$ cat src/rtl/apb_ucpd_sync_src.sv
// Source-domain end of the UCPD multi-bit toggle-handshake CDC.
// Optional one-entry pending register enabled by defining APB_UCPD_SYNC_SRC_PEND_EN.
module apb_ucpd_sync_src #(
   parameter int unsigned           WIDTH       = 8,
   parameter logic [WIDTH-1:0]      RST_VAL     = '0,
   parameter int unsigned           F_SYNC_TYPE = 2
) (
   input  logic             clk_s,
   input  logic             rst_s_n,
   input  logic             send_s,
   input  logic [WIDTH-1:0] data_s,
   input  logic             ack_d,
   output logic             req_s,
   output logic [WIDTH-1:0] data_hold,
   output logic             busy_s,
   output logic             done_s,
   output logic             ovr_s
);

   localparam logic [0:0] ST_IDLE = 1'b0;
   localparam logic [0:0] ST_WAIT = 1'b1;

   logic [F_SYNC_TYPE-1:0] ack_sync_q, ack_sync_d;
   logic [0:0]             state_q, state_d;
   logic                   req_q, req_d;
   logic [WIDTH-1:0]       data_hold_q, data_hold_d;
   logic                   busy_q, busy_d;
   logic                   done_q, done_d;
   logic                   ovr_q, ovr_d;
   logic                   ack_sync;
`ifdef APB_UCPD_SYNC_SRC_PEND_EN
   logic                   pend_vld_q, pend_vld_d;
   logic [WIDTH-1:0]       pend_data_q, pend_data_d;
`endif

   assign ack_sync = ack_sync_q[F_SYNC_TYPE-1];

   always_comb begin
      ack_sync_d  = {ack_sync_q[F_SYNC_TYPE-2:0], ack_d};
      state_d     = state_q;
      req_d       = req_q;
      data_hold_d = data_hold_q;
      done_d      = 1'b0;
      ovr_d       = 1'b0;
`ifdef APB_UCPD_SYNC_SRC_PEND_EN
      pend_vld_d  = pend_vld_q;
      pend_data_d = pend_data_q;
`endif
      case (state_q)
         ST_IDLE: begin
`ifdef APB_UCPD_SYNC_SRC_PEND_EN
            // Pending word launches first; a coincident send_s refills the slot.
            if (pend_vld_q) begin
               data_hold_d = pend_data_q;
               req_d       = ~req_q;
               state_d     = ST_WAIT;
               pend_vld_d  = send_s;
               if (send_s) pend_data_d = data_s;
            end else if (send_s) begin
               data_hold_d = data_s;
               req_d       = ~req_q;
               state_d     = ST_WAIT;
            end
`else
            if (send_s) begin
               data_hold_d = data_s;
               req_d       = ~req_q;
               state_d     = ST_WAIT;
            end
`endif
         end
         default: begin
            if (ack_sync == req_q) begin
               state_d = ST_IDLE;
               done_d  = 1'b1;
            end
`ifdef APB_UCPD_SYNC_SRC_PEND_EN
            if (send_s) begin
               if (!pend_vld_q) begin
                  pend_vld_d  = 1'b1;
                  pend_data_d = data_s;
               end else begin
                  ovr_d = 1'b1;
               end
            end
`else
            if (send_s) ovr_d = 1'b1;
`endif
         end
      endcase
      busy_d = (state_d == ST_WAIT);
   end

   always_ff @(posedge clk_s) begin
      if (!rst_s_n) begin
         ack_sync_q  <= '0;
         state_q     <= ST_IDLE;
         req_q       <= 1'b0;
         data_hold_q <= RST_VAL;
         busy_q      <= 1'b0;
         done_q      <= 1'b0;
         ovr_q       <= 1'b0;
`ifdef APB_UCPD_SYNC_SRC_PEND_EN
         pend_vld_q  <= 1'b0;
         pend_data_q <= '0;
`endif
      end else begin
         ack_sync_q  <= ack_sync_d;
         state_q     <= state_d;
         req_q       <= req_d;
         data_hold_q <= data_hold_d;
         busy_q      <= busy_d;
         done_q      <= done_d;
         ovr_q       <= ovr_d;
`ifdef APB_UCPD_SYNC_SRC_PEND_EN
         pend_vld_q  <= pend_vld_d;
         pend_data_q <= pend_data_d;
`endif
      end
   end

   assign req_s     = req_q;
   assign data_hold = data_hold_q;
   assign busy_s    = busy_q;
   assign done_s    = done_q;
   assign ovr_s     = ovr_q;

endmodule

$ cat config.mk
export PLATFORM = sky130hd
export DESIGN_NAME = apb_ucpd_sync_src
export DESIGN_NICKNAME = d
export VERILOG_FILES = /design/src/rtl/apb_ucpd_sync_src.sv
export SDC_FILE = /design/constraint.sdc
export NUM_CORES = 1
export LEC_CHECK = 0
export ABC_AREA = 1
export BUFFER_PORTS_ARGS = -buffer_cell sky130_fd_sc_hd__clkbuf_2
export CAP_MARGIN = 0
export CORE_AREA = 5 5 42 44
export DETAILED_ROUTE_END_ITERATION = 16
export DIE_AREA = 0 0 47 49
export PLACE_DENSITY = 0.71
export SYNTH_ARGS = -nofsm -noshare
export SYNTH_HDL_FRONTEND = slang
export SYNTH_SLANG_ARGS = --single-unit
$ cat constraint.sdc
create_clock -name clk_s -period 0.9 [get_ports clk_s]
set_input_delay 0.09 -clock clk_s [delete_from_list [all_inputs] [get_ports clk_s]]
set_output_delay 0.09 -clock clk_s [all_outputs]
set_load 0.005 [all_outputs]
==> flow_metrics.py, run 1 <==
metrics = {
    "status": {
        "status": "finished, final reports clean",
    },
    "place": {
        "gp_congestion": 0.699,
        "pre_cts_slack_ns": 0.0665,
        "port_buffers": 23,
        "placed_cell_area_um2": 683,
        "place.detailed.hpwl_um": 819,
        "dp_cells": 116,
    },
    "global_routing": {
        "first_global_vias": 442,
        "antenna_found_initial": 0,
        "grt_max_degree": 11,
        "grtUsageTotal_pct": 10.5,
        "overflow": 0,
        "grt_pass1_wl_mm": 1.79,
    },
    "floorplan": {
        "die_h_um": 49,
        "initial_core_util_pct": 39.2,
        "dieArea_mm2": 0.00230,
        "io_pins": 24,
        "rows": 14,
        "die_width_um": 47,
        "coreArea_mm2": 0.00140,
    },
    "synth": {
        "post_synth_num_cell_types": 11,
        "synth_area_leader_cell": "dfxtp_1",
        "synth.top_cell.area_share_pct": 51.0,
        "ys_seq_area_share_pct": 51.0,
        "syn_nets": 89,
        "netlist_instances": 77,
        "netlist_area_um2": 549,
        "synth_area_leaders": "dfxtp_1 (51%), nor2_1 (13%), nand2_1 (11%)",
        "ys_ff_latch": 14,
        "synth.avg_cell_area_um2": 7.13,
        "yosys_warnings": 0,
    },
    "timing": {
        "fin_crit_ns": 0.852,
        "fmax_mhz": 1170,
        "hold_violations": 0,
        "fin_crit_sh_pct": 94.7,
        "whs_ns": 0.0458,
        "slew_violations": 0,
        "maxSlewHeadroom_pct": 84.1,
        "setup_viol": 0,
        "setup_ws_ns": 0.0476,
        "rsz0062_at_grt": "no",
        "worst_pin_slew_ns": 0.238,
        "tns_ns": 0,
        "fin_worst_skew_ns": 0.00646,
    },
    "flow_run": {
        "drv_cap": 0,
    },
    "power": {
        "sw_frac_of_total_pct": 25.3,
        "switchingPower_uw": 343,
        "p_seq_share_pct": 51.3,
        "clkPwrFrac_pct": 33.8,
        "p_comb_share_pct": 14.9,
        "internal-power_mw": 1.01,
        "ir_drop_mv": 0.869,
        "powerDensity_mw_per_mm2": 1830,
        "p_leak_nw": 0.428,
        "power.total_mw": 1.35,
    },
    "setup_path": {
        "path_delay_family": "flip-flops",
        "crit_path_max_fanout": 4,
        "critPathBufInv": 1,
        "critPathMaxStageDelay_ns": 0.37,
        "slowest_stage": "dfxtp_4",
        "required_ns": 0.81,
        "cp-start-kind": "flop",
        "crit_path_cell_trace": "buf_6",
        "critPathKind": "reg -> out",
        "end_kind": "output port",
        "crit_arrival_ns": 0.76,
    },
    "layout": {
        "antenna_cells": 0,
        "layout.nets": 118,
        "mostFrequentLayoutCells": "clkbuf_2 (22), nor2_1 (19), nand2_1 (16)",
        "fillerInstances": 162,
        "seq_area_um2": 285,
        "fin_util_pct": 52.9,
        "layout-drive-gt1-share_pct": 32.4,
        "final_cells": 121,
        "final_cell_area_um2": 741,
        "layout_commonest_cell": "clkbuf_2",
        "synthToLayoutAreaGrowth_pct": 34.9,
        "multi_input_area_um2": 200,
    },
    "detailed_routing": {
        "drc_errors": 0,
        "drtIter0Drc": 13,
        "num_vias": 521,
        "wl_mm": 1.08,
        "via_per_inst": 4.31,
        "drt-pass1-iter-count": 4,
        "wl_per_cell_um": 8.95,
        "ant_nets": 0,
    },
    "clocking": {
        "cts_made_buffers": 3,
        "clk_path_buf_depth": 2,
        "clk_pin_slew_ns": 0.08,
        "tritoncts": "built",
        "cts_max_level": 1,
        "clockRootBuffer": "clkbuf_4",
        "cts_sinks": 14,
        "clock_latency_ns": 0.28,
    },
    "worst_hold_path": {
        "min_path_type": "in -> reg",
    },
}
==> cell type report <==
type	count	share of cell area [%]
repair buffers	26	19.8
clock buffers	4	4.90
multi-input cells	47	27.0
inverters	14	7.09
well taps	16	2.70
flip-flops and latches	14	38.5
==> routing by layer <==
metal / up-vias / routed length [µm] / track usage [%]
li1: 284 / - / -
met1: 215 / 505 / 15.0
met2: 18 / 462 / 13.8
met3: 4 / 90 / 2.21
met4: 0 / 25 / 6.91
met5: - / 0 / 0
==> sequential cells by signal (all words and copies together), names as in the netlist <==
| register | cells |
|---|---|
| done_s | 1 |
| ovr_s | 1 |
| data_hold | 8 |
| ack_sync_q | 2 |
| req_s | 1 |
| busy_s | 1 |
==> path summary, 6_finish.rpt <==
kind	end	start	cells after the start	slack, ns
min	ack_sync_q[1]	rst_s_n	3	0.05
min reg2reg	ack_sync_q[1]	ack_sync_q[0]	2	0.42
max	busy_s	busy_s	1	0.05
max reg2reg	data_hold[5]	busy_s	3	0.10
==> synth_stat cells, drive strengths merged <==
| cell | instances |
|---|---|
| a21oi | 1 |
| buf | 2 |
| dfxtp | 14 |
| inv | 14 |
| nand2 | 16 |
| nand3 | 9 |
| nand3b | 1 |
| nor2 | 20 |
==> cell families after synthesis <==
logic type      Yosys count  synth area share [%]
compound gates            1                 0.910
simple gates             46                  35.5
flops                    14                  51.0
buf+inv                  16                  12.5
==> power groups by stage <==
stage / Sequential, mW / Combinational [mW] / Clock, mW
2_1_floorplan: 0.711 / 0.109 / 0
3_3_place_gp: 0.707 / 0.194 / 0
3_5_place_dp: 0.709 / 0.196 / 0
4_1_cts: 0.696 / 0.201 / 0.463
5_1_grt: 0.702 / 0.233 / 0.497
6_report: 0.695 / 0.202 / 0.457
==> what timing repair did <==
action | 4_1_cts | 5_1_grt
gates resized for setup | 2 | 2
setup buffers | 0 | 0
pin swaps | 0 | 1
setup endpoints to repair | 2 | 2
hold endpoints to repair | 1 | 0
hold buffers | 1 | 0
==> worst reg2reg max path, stage by stage (launching register included) <==
cell and delay [ns]:
dfxtp_4 0.37, nor2_4 0.21, nor2_1 0.07, nor2_1 0.10
Power figures use the tool's default switching activity.
==> inputs of run 2 (changes only) <==
--- a/config.mk
+++ b/config.mk
@@ -12,6 +12,8 @@
 export DETAILED_ROUTE_END_ITERATION = 16
 export DIE_AREA = 0 0 47 49
 export PLACE_DENSITY = 0.71
+export REMOVE_ABC_BUFFERS = 1
+export SKIP_CTS_REPAIR_TIMING = 1
 export SYNTH_ARGS = -nofsm -noshare
 export SYNTH_HDL_FRONTEND = slang
 export SYNTH_SLANG_ARGS = --single-unit
==> run 2 against run 1 <==
Net effect:
- cell area down 4.1%
- core utilization down 2.1 points
- sequential power about the same
- total power down 9.7%
- final cell count down 1.7%
- global-route usage up 0.42 points
- sequential cell count unchanged
- largest power group unchanged
- highest routed layer unchanged
==> flow_metrics.py, run 2 (synthesized netlist as in run 1, its figures left out) <==
metrics = {
    "status": {
        "status": "finished, final reports clean",
    },
    "detailed_routing": {
        "ant_nets": 0,
        "wl_per_cell_um": 9.06,
        "via_per_inst": 4.28,
        "wl_mm": 1.08,
        "drt-pass1-iter-count": 4,
        "drc_errors": 0,
        "drtIter0Drc": 7,
        "num_vias": 509,
    },
    "setup_path": {
        "critPathKind": "reg -> out",
        "r2r-start": "busy_s",
        "end_kind": "output port",
        "r2r_slack_ns": 0.08,
        "slowest_stage": "dfxtp_4",
        "cp-start-kind": "flop",
        "required_ns": 0.81,
        "reg2reg_depth": 3,
        "crit_path_max_fanout": 4,
        "critPathBufInv": 1,
        "reg2reg_to": "data_hold[7]",
        "crit_path_cell_trace": "clkbuf_2",
        "crit_arrival_ns": 0.76,
        "path_delay_family": "flip-flops",
        "critPathMaxStageDelay_ns": 0.38,
    },
    "timing": {
        "fin_crit_ns": 0.849,
        "setup_viol": 0,
        "fin_crit_sh_pct": 94.3,
        "fmax_mhz": 1180,
        "rsz0062_at_grt": "no",
        "whs_ns": 0.000982,
        "slew_violations": 0,
        "worst_pin_slew_ns": 0.251,
        "fin_worst_skew_ns": 0.000904,
        "maxSlewHeadroom_pct": 83.2,
        "setup_ws_ns": 0.0515,
        "hold_violations": 0,
    },
    "layout": {
        "largest_reg_flops": 8,
        "synthToLayoutAreaGrowth_pct": 29.4,
        "layout_commonest_cell": "clkbuf_2",
        "seq_area_um2": 285,
        "multi_input_area_um2": 200,
        "fillerInstances": 160,
        "mostFrequentLayoutCells": "clkbuf_2 (23), nor2_1 (19), nand2_1 (16)",
        "layout.nets": 117,
        "layout-drive-gt1-share_pct": 32.0,
        "antenna_cells": 0,
    },
    "floorplan": {
        "io_pins": 24,
        "dieArea_mm2": 0.00230,
        "rows": 14,
        "coreArea_mm2": 0.00140,
        "die_h_um": 49,
        "die_width_um": 47,
        "initial_core_util_pct": 39.2,
    },
    "clocking": {
        "clockRootBuffer": "clkbuf_4",
        "tritoncts": "built",
        "clock_latency_ns": 0.26,
        "cts_made_buffers": 3,
        "clk_pin_slew_ns": 0.08,
        "cts_sinks": 14,
        "clk_path_buf_depth": 2,
        "cts_max_level": 1,
    },
    "power": {
        "powerDensity_mw_per_mm2": 1720,
        "ir_drop_mv": 0.785,
        "p_leak_nw": 0.415,
        "power.total_mw": 1.22,
    },
    "global_routing": {
        "antenna_found_initial": 0,
        "grt_max_degree": 11,
        "first_global_vias": 464,
        "overflow": 0,
        "grtUsageTotal_pct": 11.0,
        "grt_pass1_wl_mm": 1.88,
    },
    "worst_hold_path": {
        "min-delay-start": "ack_d",
        "min_path_type": "in -> reg",
        "min_path_cells": 3,
        "holdPathEnd": "ack_sync_q[0]",
    },
    "place": {
        "gp_congestion": 0.673,
        "port_buffers": 23,
        "pre_cts_slack_ns": 0.0298,
        "place.detailed.hpwl_um": 870,
    },
    "flow_run": {
        "drv_cap": 0,
    },
}
## run 2: cell count changes in the layout (fill, tap and decap cells not counted)
cell and delta:
buf_6 -1, clkbuf_2 +1, clkbuf_8 -1, dlygate4sd3_1 -1
## run 2: power by group
group | switching, mW | internal [mW]
Sequential | 0.0280 | 0.666
Combinational | 0.104 | 0.0917
Clock | 0.178 | 0.154
## run 2: worst max path at each step
stage,startpoint,cells past startpoint,slack (ns),to
2_1_floorplan,busy_s,3,0.13,busy_s
3_3_place_gp,busy_s,3,0.09,data_hold[0]
3_5_place_dp,busy_s,3,0.03,data_hold[7]
4_1_cts,busy_s,1,-0.04,busy_s
5_1_grt,busy_s,3,0.002,req_s
6_report,busy_s,1,0.05,busy_s
## run 2: final cells by class
type                    instances  share of cell area, %
flip-flops and latches         14                   40.1
multi-input cells              47                   28.2
repair buffers                 25                   18.3
inverters                      14                   7.39
clock buffers                   3                   3.17
well taps                      16                   2.82
## run 2: tightest hold or removal path, stage by stage
cell and delay [ns]:
clkbuf_2 0.08, nand2_1 0.04, inv_1 0.04
## run 2: per-stage QoR
| step | utilization [%] | TNS (ns) | instance area (µm²) | instances |
|---|---|---|---|---|
| 2_1_floorplan | - | 0 | 533 | 75 |
| 3_3_place_gp | 48.8 | 0 | 683 | 116 |
| 3_5_place_dp | 48.8 | 0 | 683 | 116 |
| 4_1_cts | 50.4 | -0.0529 | 706 | 119 |
| 5_1_grt | 50.7 | 0 | 711 | 119 |
| 6_report | 50.7 | 0 | 711 | 119 |
## run 2: routing by layer
layer | vias up | global-route usage [%] | part of all wire (%)
met1 | 209 | 14.3 | 45
li1 | 279 | - | -
met2 | 19 | 16.3 | 43
met3 | 2 | 3.69 | 11
met5 | - | 0 | 0
met4 | 0 | 4.15 | 1.0
==> inputs of run 3 (changes only) <==
--- a/config.mk
+++ b/config.mk
@@ -11,7 +11,7 @@
 export CORE_AREA = 5 5 42 44
 export DETAILED_ROUTE_END_ITERATION = 16
 export DIE_AREA = 0 0 47 49
-export PLACE_DENSITY = 0.71
+export PLACE_DENSITY = 0.75
 export REMOVE_ABC_BUFFERS = 1
 export SKIP_CTS_REPAIR_TIMING = 1
 export SYNTH_ARGS = -nofsm -noshare
==> run 3 against run 2 <==
Net effect:
- worst hold slack improved by 0.0048 ns
- sequential share of layout area unchanged
- register-to-register slack improved by 0.03 ns
- first-iteration DRC count decreased by 29%
- combinational power about the same
- global-route usage decreased by 0.14 points
- via count decreased by 0.98%
- cell area unchanged
- sequential cell count unchanged
- clock power about the same
- total power about the same
- critical path depth unchanged
- largest power group unchanged
- highest routed layer unchanged
==> flow_metrics.py, run 3 (synthesized netlist as in run 1, its figures left out) <==
metrics = {
    "power": {
        "p_leak_nw": 0.415,
        "ir_drop_mv": 1.08,
        "powerDensity_mw_per_mm2": 1720,
    },
    "layout": {
        "layout.nets": 117,
        "final_cells": 119,
        "layout_commonest_cell": "clkbuf_2",
        "layout-drive-gt1-share_pct": 32.0,
        "antenna_cells": 0,
        "synthToLayoutAreaGrowth_pct": 29.4,
        "largest_reg_flops": 8,
        "mostFrequentLayoutCells": "clkbuf_2 (23), nor2_1 (19), nand2_1 (16)",
    },
    "setup_path": {
        "slowest_stage": "dfxtp_4",
        "cp-start-kind": "flop",
        "critPathMaxStageDelay_ns": 0.38,
        "required_ns": 0.81,
        "r2r_slack_ns": 0.11,
        "crit_arrival_ns": 0.76,
        "end_kind": "output port",
        "critPathKind": "reg -> out",
        "cp.depth": 1,
        "reg2reg_depth": 4,
        "critPathBufInv": 1,
        "crit_path_max_fanout": 4,
        "path_delay_family": "flip-flops",
        "crit_path_cell_trace": "clkbuf_2",
    },
    "status": {
        "status": "finished, final reports clean",
    },
    "clocking": {
        "clockRootBuffer": "clkbuf_4",
        "clk_path_buf_depth": 2,
        "cts_sinks": 14,
        "clock_latency_ns": 0.27,
        "cts_max_level": 1,
        "cts_made_buffers": 3,
        "tritoncts": "built",
        "clk_pin_slew_ns": 0.07,
    },
    "place": {
        "place.detailed.hpwl_um": 848,
        "dp_cells": 116,
        "port_buffers": 23,
        "gp_congestion": 0.730,
    },
    "detailed_routing": {
        "via_per_inst": 4.24,
        "drtIter0Drc": 5,
        "wl_mm": 1.07,
        "drt-pass1-iter-count": 4,
        "wl_per_cell_um": 9.02,
        "ant_nets": 0,
        "num_vias": 504,
        "drc_errors": 0,
    },
    "worst_hold_path": {
        "min_path_type": "in -> reg",
        "min_path_cells": 3,
    },
    "timing": {
        "fin_worst_skew_ns": 0.00288,
        "fin_crit_ns": 0.849,
        "maxSlewHeadroom_pct": 85.0,
        "fin_crit_sh_pct": 94.4,
        "setup_viol": 0,
        "hold_violations": 0,
        "worst_pin_slew_ns": 0.224,
        "fmax_mhz": 1180,
        "slew_violations": 0,
        "rsz0062_at_grt": "no",
        "whs_ns": 0.00578,
    },
    "flow_run": {
        "drv_cap": 0,
    },
    "global_routing": {
        "antenna_found_initial": 0,
        "grt_pass1_wl_mm": 1.84,
        "grt_max_degree": 11,
        "overflow": 0,
        "first_global_vias": 446,
        "grtUsageTotal_pct": 10.8,
    },
    "floorplan": {
        "die_width_um": 47,
        "io_pins": 24,
        "die_h_um": 49,
        "dieArea_mm2": 0.00230,
        "initial_core_util_pct": 39.2,
        "coreArea_mm2": 0.00140,
        "rows": 14,
    },
}
[run 3: final timing paths]
kind,startpoint,endpoint
worst min-delay path,ack_d,ack_sync_q[0]
worst max register to register,busy_s,data_hold[5]
worst max-delay path,busy_s,busy_s
worst min register to register,ack_sync_q[0],ack_sync_q[1]
[run 3: final cells by class]
class	count	area, µm²
multi-input cells	47	200
clock buffers	3	22.5
repair buffers	25	130
flip-flops and latches	14	285
fillers	157	691
well taps	16	20.0
inverters	14	52.6
[run 3: worst reg2reg max path, stage by stage, from the launching register on]
cell and delay (ns):
dfxtp_4 0.37, inv_2 0.13, nand3_1 0.10, nand2_1 0.07
nor2_1 0.04
[run 3: per-layer routing]
metal  up-vias  track usage (%)  routed length (µm)
met3         2             3.32                  93
li1        283                -                   -
met1       204             14.1                 467
met4         0             5.53                   8
met2        15             15.6                 504
met5         -                0                   0
[run 3: where the power goes]
group,internal (mW),switching (mW)
combinational,0.0916,0.104
clock,0.155,0.180
sequential,0.666,0.0273
total,0.913,0.311
[run 3: stage by stage]
step,setup slack [ns],setup TNS [ns],instance area (µm²),utilization (%),power [mW]
2_1_floorplan,0.131,0,533,-,0.805
3_3_place_gp,0.105,0,683,48.8,0.901
3_5_place_dp,0.0637,0,683,48.8,0.906
4_1_cts,-0.0552,-0.0552,706,50.4,1.24
5_1_grt,0.00390,0,711,50.7,1.32
6_report,0.0508,0,711,50.7,1.22
